## config.mk

```make
export PLATFORM = sky130hd
export DESIGN_NAME = flash_cfg_arbiter
export DESIGN_NICKNAME = d
export VERILOG_FILES = /design/src/rtl/flash_arb_pkg.sv /design/src/rtl/flash_arb_watchdog.sv /design/src/rtl/flash_cfg_arbiter.sv
export SDC_FILE = /design/constraint.sdc
export NUM_CORES = 1
export LEC_CHECK = 0
export CAP_MARGIN = 15
export CORE_MARGIN = 2
export CORE_UTILIZATION = 30
export CTS_CLUSTER_SIZE = 16
export DETAILED_ROUTE_END_ITERATION = 8
export DONT_BUFFER_PORTS = 1
export GPL_TIMING_DRIVEN = 0
export HOLD_SLACK_MARGIN = 0.1
export PLACE_DENSITY = 0.53
export SLEW_MARGIN = 20
export SYNTH_ARGS = -nofsm -noshare
export SYNTH_HDL_FRONTEND = slang
export SYNTH_SLANG_ARGS = --single-unit
export TNS_END_PERCENT = 30
```

## constraint.sdc

```tcl
create_clock -name clock -period 2.3 [get_ports clock]
set_input_delay 0.23 -clock clock [delete_from_list [all_inputs] [get_ports clock]]
set_output_delay 0.23 -clock clock [all_outputs]
set_load 0.1 [all_outputs]
```

## src/rtl/flash_arb_pkg.sv

```systemverilog
// rtl/flash_arb_pkg.sv - shared types and constants for the flash config-port arbiter
package flash_arb_pkg;

    typedef enum logic [1:0] {
        ST_IDLE    = 2'd0,
        ST_ISSUE   = 2'd1,
        ST_RESP    = 2'd2,
        ST_RELEASE = 2'd3
    } arb_state_t;

    localparam logic [1:0] RESP_OKAY   = 2'b00;
    localparam logic [1:0] RESP_SLVERR = 2'b10;

    // One requester's view of a config transaction, as captured at grant
    typedef struct packed {
        logic [1:0]  devsel;
        logic [13:0] addr;
        logic        wren;
        logic        rden;
        logic [31:0] wdata;
        logic        expand_enable;
        logic        expand_dir;
    } flsh_req_t;

endpackage

```

## src/rtl/flash_arb_watchdog.sv

```systemverilog
// rtl/flash_arb_watchdog.sv - issue-to-completion watchdog counter
module flash_arb_watchdog #(
    parameter int                   TIMEOUT_W      = 16,
    parameter logic [TIMEOUT_W-1:0] TIMEOUT_CYCLES = 16'hFFFF
) (
    input  logic clock,
    input  logic reset,
    input  logic clear,
    input  logic enable,
    output logic expired
);

    // Expiry fires on the cycle the count would reach TIMEOUT_CYCLES, so the
    // forced completion lands exactly TIMEOUT_CYCLES cycles after issue.
    localparam logic [TIMEOUT_W-1:0] LAST_COUNT = TIMEOUT_CYCLES - 1'b1;

    logic [TIMEOUT_W-1:0] count;

    // Count cycles while a transaction is outstanding; clear between transactions
    always_ff @(posedge clock) begin
        if (reset || clear) begin
            count <= '0;
        end else if (enable) begin
            count <= count + 1'b1;
        end
    end

    assign expired = enable && (count == LAST_COUNT);

endmodule

```

## src/rtl/flash_cfg_arbiter.sv

```systemverilog
// rtl/flash_cfg_arbiter.sv - round-robin arbiter for the shared flash config port
module flash_cfg_arbiter
    import flash_arb_pkg::*;
#(
    parameter int                   TIMEOUT_W      = 16,
    parameter logic [TIMEOUT_W-1:0] TIMEOUT_CYCLES = 16'hFFFF
) (
    input  logic        clock,
    input  logic        reset,

    input  logic [1:0]  req0_devsel,
    input  logic [13:0] req0_addr,
    input  logic        req0_wren,
    input  logic        req0_rden,
    input  logic [31:0] req0_wdata,
    input  logic        req0_expand_enable,
    input  logic        req0_expand_dir,
    output logic [31:0] req0_rdata,
    output logic        req0_done,
    output logic [1:0]  req0_bresp,
    output logic [1:0]  req0_rresp,

    input  logic [1:0]  req1_devsel,
    input  logic [13:0] req1_addr,
    input  logic        req1_wren,
    input  logic        req1_rden,
    input  logic [31:0] req1_wdata,
    input  logic        req1_expand_enable,
    input  logic        req1_expand_dir,
    output logic [31:0] req1_rdata,
    output logic        req1_done,
    output logic [1:0]  req1_bresp,
    output logic [1:0]  req1_rresp,

    output logic [1:0]  cfg_flsh_devsel,
    output logic [13:0] cfg_flsh_addr,
    output logic        cfg_flsh_wren,
    output logic        cfg_flsh_rden,
    output logic [31:0] cfg_flsh_wdata,
    output logic        cfg_flsh_expand_enable,
    output logic        cfg_flsh_expand_dir,
    input  logic [31:0] flsh_cfg_rdata,
    input  logic        flsh_cfg_done,
    input  logic [1:0]  flsh_cfg_bresp,
    input  logic [1:0]  flsh_cfg_rresp,

    output logic        arb_owner,
    output logic        arb_busy,
    output logic        arb_timeout_err
);

    arb_state_t  state;
    logic        last_grant;
    flsh_req_t   cfg_q;
    logic        rsp_valid;
    logic [31:0] rsp_rdata;
    logic [1:0]  rsp_bresp;
    logic [1:0]  rsp_rresp;

    flsh_req_t   req0_bus;
    flsh_req_t   req1_bus;
    flsh_req_t   sel_req;
    logic        active0;
    logic        active1;
    logic        grant;
    logic        owner_active;
    logic        wd_clear;
    logic        wd_enable;
    logic        wd_expired;

    assign req0_bus = {req0_devsel, req0_addr, req0_wren, req0_rden, req0_wdata,
                       req0_expand_enable, req0_expand_dir};
    assign req1_bus = {req1_devsel, req1_addr, req1_wren, req1_rden, req1_wdata,
                       req1_expand_enable, req1_expand_dir};

    assign active0 = req0_wren | req0_rden;
    assign active1 = req1_wren | req1_rden;

    // On a tie the requester that was not served last wins; otherwise the lone requester
    assign grant        = (active0 && active1) ? ~last_grant : active1;
    assign sel_req      = grant ? req1_bus : req0_bus;
    assign owner_active = arb_owner ? active1 : active0;

    assign wd_clear  = (state == ST_IDLE);
    assign wd_enable = (state == ST_ISSUE);

    flash_arb_watchdog #(
        .TIMEOUT_W      (TIMEOUT_W),
        .TIMEOUT_CYCLES (TIMEOUT_CYCLES)
    ) u_watchdog (
        .clock   (clock),
        .reset   (reset),
        .clear   (wd_clear),
        .enable  (wd_enable),
        .expired (wd_expired)
    );

    // Arbitration FSM: grant, issue, one-cycle response, wait for owner release
    always_ff @(posedge clock) begin
        if (reset) begin
            state           <= ST_IDLE;
            last_grant      <= 1'b1;
            arb_owner       <= 1'b0;
            cfg_q           <= '0;
            rsp_valid       <= 1'b0;
            rsp_rdata       <= '0;
            rsp_bresp       <= RESP_OKAY;
            rsp_rresp       <= RESP_OKAY;
            arb_timeout_err <= 1'b0;
        end else begin
            rsp_valid       <= 1'b0;
            rsp_rdata       <= '0;
            rsp_bresp       <= RESP_OKAY;
            rsp_rresp       <= RESP_OKAY;
            arb_timeout_err <= 1'b0;
            case (state)
                ST_IDLE: begin
                    if (active0 || active1) begin
                        arb_owner  <= grant;
                        last_grant <= grant;
                        cfg_q      <= sel_req;
                        if (sel_req.wren && sel_req.rden) begin
                            // Ambiguous command: never reaches the flash, answered locally
                            cfg_q.wren <= 1'b0;
                            cfg_q.rden <= 1'b0;
                            rsp_valid  <= 1'b1;
                            rsp_bresp  <= RESP_SLVERR;
                            rsp_rresp  <= RESP_SLVERR;
                            state      <= ST_RESP;
                        end else begin
                            state      <= ST_ISSUE;
                        end
                    end
                end
                ST_ISSUE: begin
                    if (flsh_cfg_done) begin
                        cfg_q.wren <= 1'b0;
                        cfg_q.rden <= 1'b0;
                        rsp_valid  <= 1'b1;
                        rsp_rdata  <= flsh_cfg_rdata;
                        rsp_bresp  <= flsh_cfg_bresp;
                        rsp_rresp  <= flsh_cfg_rresp;
                        state      <= ST_RESP;
                    end else if (wd_expired) begin
                        cfg_q.wren      <= 1'b0;
                        cfg_q.rden      <= 1'b0;
                        rsp_valid       <= 1'b1;
                        rsp_bresp       <= RESP_SLVERR;
                        rsp_rresp       <= RESP_SLVERR;
                        arb_timeout_err <= 1'b1;
                        state           <= ST_RESP;
                    end
                end
                ST_RESP: begin
                    state <= ST_RELEASE;
                end
                ST_RELEASE: begin
                    cfg_q.wren <= 1'b0;
                    cfg_q.rden <= 1'b0;
                    if (!owner_active) begin
                        state <= ST_IDLE;
                    end
                end
                default: begin
                    state <= ST_IDLE;
                end
            endcase
        end
    end

    assign cfg_flsh_devsel        = cfg_q.devsel;
    assign cfg_flsh_addr          = cfg_q.addr;
    assign cfg_flsh_wren          = cfg_q.wren;
    assign cfg_flsh_rden          = cfg_q.rden;
    assign cfg_flsh_wdata         = cfg_q.wdata;
    assign cfg_flsh_expand_enable = cfg_q.expand_enable;
    assign cfg_flsh_expand_dir    = cfg_q.expand_dir;

    assign arb_busy = (state != ST_IDLE);

    // Response demux: only the owner ever sees a non-zero response
    assign req0_done  = rsp_valid & ~arb_owner;
    assign req1_done  = rsp_valid &  arb_owner;
    assign req0_rdata = req0_done ? rsp_rdata : '0;
    assign req0_bresp = req0_done ? rsp_bresp : '0;
    assign req0_rresp = req0_done ? rsp_rresp : '0;
    assign req1_rdata = req1_done ? rsp_rdata : '0;
    assign req1_bresp = req1_done ? rsp_bresp : '0;
    assign req1_rresp = req1_done ? rsp_rresp : '0;

endmodule

```

==> reports/results.env <==
STATUS='complete, no violations'
CRIT_TYPE='reg2out'
GP_CONGESTION=0.8047
ROUTEDWLPERCELL_UM=17.96
POWER.COMBINATIONAL.FRACTION_PCT=28.2
CRIT_CHAIN='nor2b_1 > clkbuf_2 > clkbuf_1 > and2_2'
SWSHARE_PCT=56.97
POST_SYNTH.CELL_AREA_AVG_UM2=9.236
SYNTH.NET_COUNT=689
NETLIST_AREA_UM2=4987
NUMBER_OF_BUFFERS_INSERTED_DURING_CLOCK_TREE_SYNTHESIS=9
WORST_SETUP_HOLD_PATH_CLK_SLEW_NS=0.08
NUMBER_OF_ANTENNA_VIOLATIONS_AT_THE_FIRST_CHECK_IN_GLOBAL_ROUTING=0
TRITONCTS_CLOCK_TREE='done'
CP.REQUIRED_NS=2.07
DR.PASS1.ITERS=4
DR.FIRST_ITER.DRC_COUNT=125
CRIT_FANOUT=10
ARRIVAL_NS=2.06
MAX_SLEW.WORST_PIN.SLEW_NS=1.099
GRT_START_MAX_NET_PINS=22
DIE_Y_UM=132.9
PEAK_VDD_IR_mV=0.9718
DRT_DRC_VIOLATIONS_LEFT=0
ROUTED-WL-MET3_UM=1197
FINALSETUPVIOLATIONS=0
INITIAL_CORE_UTIL_PCT=30.40
ENDPOINT_KIND='output port'
HTREE_LEVELS=3
CTS.ROOT.BUFFER_CELL='sky130_fd_sc_hd__clkbuf_16'
WORSTPATHBUFFERINVERTERCOUNT=2
GLOBALROUTETOTALUTIL_PCT=16.19
FINALINSTANCEAREA_UM2=6331
AREAGROWTHSYNTHTOFINISH_PCT=26.94
CORE_UM2=16410
VIASPERCELL=5.016
SHARE_OF_SYNTHESIZED_FLIP_FLOPS_WITH_AN_ASYNCHRONOUS_SET_OR_RESET_PCT=0
STD_CELL_ROWS=47
PLACEMENT.CELL_AREA_UM2=5278
LEAKAGEPOWER_nW=2.663
DRT-TOTAL-WL_UM=14780
NUMBER_OF_DISTINCT_LIBRARY_CELL_VARIANTS_IN_THE_GATE_LEVEL_NETLIST_AFTER_SYNTHESIS=38
SYNTH-SEQ-AREA-SHARE_PCT=44.15
INTERNAL_POWER_mW=4.166
SYNTH_AREA_LEADER_CELL='sky130_fd_sc_hd__dfxtp_1'
NUM_VIAS=4128
PORT-BUFFER-COUNT=0
ROUTEDLENGTHMET1_UM=5462
PART_OF_THE_TOTAL_POWER_DISSIPATED_IN_SEQUENTIAL_ELEMENTS_PCT=55.5
TOP_LEVEL_PORTS=272
FINAL_LAYOUT_SIZE_SUFFIX_GT1_SHARE_PCT=22.72
FMAX_MHz=436.2
PLACE_INST=760
DRV_CAP=0
TRITONCTS_NUM_SINKS=110
SYNTH.AREA.TOP_CELLS='sky130_fd_sc_hd__dfxtp_1 44%, sky130_fd_sc_hd__mux2i_1 10%, sky130_fd_sc_hd__and2_1 9.2%'
CPMAXSTAGEDELAYCELL='sky130_fd_sc_hd__and2_2'
SYNTH-MAIN-FF-CELL='sky130_fd_sc_hd__dfxtp_1'
WORST_SETUP_PATH_START_KIND='flip-flop'
SYNTH_ENABLE_FLOP_CELLS=0
CPPEAKSTAGEDELAY_NS=0.55
WL_MET2_UM=7862
RSZ0062_AT_GRT='true'
TIMING.MAX_SLEW.REL_SLACK_PCT=26.60
FINAL_NETS=747
OVERFLOW=0
ANTENNA_CELLS=0
MIN_PERIOD_OVER_PERIOD_PCT=99.68
DETAILEDPLACEMENTHPWL_UM=10860
CPLARGESTDELAYFAMILY='simple AND/OR/NAND/NOR gates'
CLOCK_TREE.BUFFER_DEPTH=2
HOLD_SLACK_FINAL_NS=0.1042
HOLD_CRIT_CLASS='in2reg'
FRACTION_OF_SYNTHESIZED_CELL_AREA_TAKEN_BY_THE_TOP_AREA_CELL_TYPE_PCT=44.15
CLK-INSERTION-DELAY-LATE_NS=0.36
DRTANTENNAVIOLNETS=0
FIN_SKEW_NS=0.008795
CLOCK_POWER_SHARE_PCT=16.4
NETLIST_INSTANCES=540
TIMING_HOLD_VIOLATIONS_FINAL=0
FINISH.CELL_COUNT_WITHOUT_FILLERS=823
YOSYSWARNINGS=0
DIE_AREA_UM2=17670
POWER_DENSITY_nW_PER_UM2=1529
NUMBER_OF_GLOBAL_ROUTE_VIAS_BEFORE_REPAIR=4197
YS_SEQ_ELEMENTS=110
FINALMAXSLEWVIOLATIONS=0
DIE_W_UM=132.9
N_FILL_CELL=1611
TOTAL_SWITCHING_POWER_mW=5.515
PERIOD_MINUS_SLACK_NS=2.293
GRT_FIRST_PASS_WIRELENGTH_UM=22510
TOP_LAYER_USED='met4'
==> worst paths after layout <==
kind | cells past startpoint | endpoint | startpoint | slack (ns)
max | 4 | req0_rdata[18] | arb_owner | 0.007
min | 2 | cfg_flsh_addr[10] | req1_addr[10] | 0.10
max reg2reg | 8 | cfg_flsh_wdata[14] | state[1] | 0.11
min reg2reg | 2 | state[0] | state[0] | 0.51
==> layout by cell type, fill, tap and decap left out, types with 2 or more instances in the layout <==
| cell type | n |
|---|---|
| sky130_fd_sc_hd__dfxtp_1 | 109 |
| sky130_fd_sc_hd__nor2_1 | 72 |
| sky130_fd_sc_hd__mux2i_1 | 50 |
| sky130_fd_sc_hd__dlygate4sd3_1 | 43 |
| sky130_fd_sc_hd__a211oi_1 | 42 |
| sky130_fd_sc_hd__and2_1 | 40 |
| sky130_fd_sc_hd__and2_2 | 24 |
| sky130_fd_sc_hd__clkbuf_1 | 20 |
| sky130_fd_sc_hd__and3_4 | 20 |
| sky130_fd_sc_hd__and3_2 | 17 |
| sky130_fd_sc_hd__a21oi_1 | 12 |
| sky130_fd_sc_hd__buf_4 | 11 |
| sky130_fd_sc_hd__xor2_1 | 11 |
| sky130_fd_sc_hd__a211oi_2 | 10 |
| sky130_fd_sc_hd__and2_4 | 9 |
| sky130_fd_sc_hd__clkbuf_16 | 9 |
| sky130_fd_sc_hd__nand2_1 | 8 |
| sky130_fd_sc_hd__inv_1 | 7 |
| sky130_fd_sc_hd__o21ai_0 | 7 |
| sky130_fd_sc_hd__nand3_1 | 7 |
| sky130_fd_sc_hd__buf_2 | 6 |
| sky130_fd_sc_hd__nand4_1 | 6 |
| sky130_fd_sc_hd__and3_1 | 5 |
| sky130_fd_sc_hd__nor2b_1 | 4 |
| sky130_fd_sc_hd__nand2b_1 | 4 |
| sky130_fd_sc_hd__ha_1 | 4 |
| sky130_fd_sc_hd__clkbuf_2 | 3 |
| sky130_fd_sc_hd__clkbuf_8 | 3 |
| sky130_fd_sc_hd__buf_6 | 3 |
| sky130_fd_sc_hd__o22ai_1 | 3 |
| sky130_fd_sc_hd__clkinv_8 | 3 |
| sky130_fd_sc_hd__clkinvlp_4 | 2 |
| sky130_fd_sc_hd__or2_2 | 2 |
| sky130_fd_sc_hd__nand4_4 | 2 |
| sky130_fd_sc_hd__xnor2_1 | 2 |
| sky130_fd_sc_hd__o2bb2ai_1 | 2 |
| sky130_fd_sc_hd__or4b_1 | 2 |
==> power by group through the flow <==
| stage | Combinational [mW] | Clock, mW | Sequential, mW |
|---|---|---|---|
| after floorplan | 1.87 | 0 | 5.27 |
| after global placement | 2.28 | 0 | 5.40 |
| after detailed placement | 2.37 | 0 | 5.40 |
| after CTS | 2.56 | 1.63 | 5.38 |
| after global routing | 3.01 | 1.71 | 5.43 |
| final | 2.73 | 1.58 | 5.37 |
==> cells in the mapped netlist, types with 8 or more instances <==
cell	count
sky130_fd_sc_hd__dfxtp_1	110
sky130_fd_sc_hd__a211oi_1	52
sky130_fd_sc_hd__buf_2	11
sky130_fd_sc_hd__and2_1	73
sky130_fd_sc_hd__and3_1	41
sky130_fd_sc_hd__xor2_1	11
sky130_fd_sc_hd__nor2_1	73
sky130_fd_sc_hd__nand2_1	8
sky130_fd_sc_hd__mux2i_1	50
sky130_fd_sc_hd__inv_1	8
sky130_fd_sc_hd__clkbuf_1	25
sky130_fd_sc_hd__a21oi_1	12
==> routing by layer <==
layer / global-route usage (%) / vias up
met5: 0 / -
li1: - / 1980
met4: 5.735 / 0
met3: 4.636 / 21
met2: 30.94 / 215
met1: 16.73 / 1912
==> registers in the layout, indices dropped and copies added, names as in the netlist, 2 cells and up <==
| name | cells |
|---|---|
| cfg_flsh_addr | 14 |
| cfg_flsh_devsel | 2 |
| cfg_flsh_wdata | 32 |
| rsp_bresp | 2 |
| rsp_rdata | 32 |
| rsp_rresp | 2 |
| state | 2 |
| u_watchdog.count | 16 |
==> metrics by stage <==
stage	TNS (ns)	worst slack [ns]	power (mW)	util, %
finish	0	0.007258	9.681	38.59
global route	-2.691	-0.07524	10.15	38.59
CTS	-0.006116	-0.004084	9.568	37.93
detailed placement	-20.96	-0.3161	7.770	32.17
global placement	-14.29	-0.2399	7.685	32.17
floorplan	0	0.08227	7.142	-
==> kinds of logic (layout without fill, tap and decap cells) <==
logic type | count (synthesis) | count (layout) | share of synthesized area (%)
buf+inv | 51 | 114 | 4.892
mux | 50 | 50 | 10.04
flops | 110 | 110 | 44.15
fa+ha+maj | 6 | 6 | 1.505
compound gates | 80 | 80 | 11.11
simple gates | 230 | 230 | 26.02
xor+xnor | 13 | 13 | 2.283
==> repair_timing <==
item	CTS	global route
hold endpoints to repair	42	0
setup endpoints to repair	125	99
hold buffers	43	0
pin swaps	2	17
buffers inserted	0	5
gates resized for setup	102	19
==> cell type report <==
class / count / area, µm² / area share [%]
multi-input combinational: 379 / 2786 / 44.01
sequential: 110 / 2206 / 34.84
timing repair buffer: 48 / 467.9 / 7.391
tap: 220 / 275.3 / 4.348
buffer: 42 / 255.2 / 4.032
clock buffer: 9 / 225.2 / 3.557
clock inverter: 7 / 81.33 / 1.285
inverter: 8 / 33.78 / 0.5336
Power figures use the tool's default switching activity.
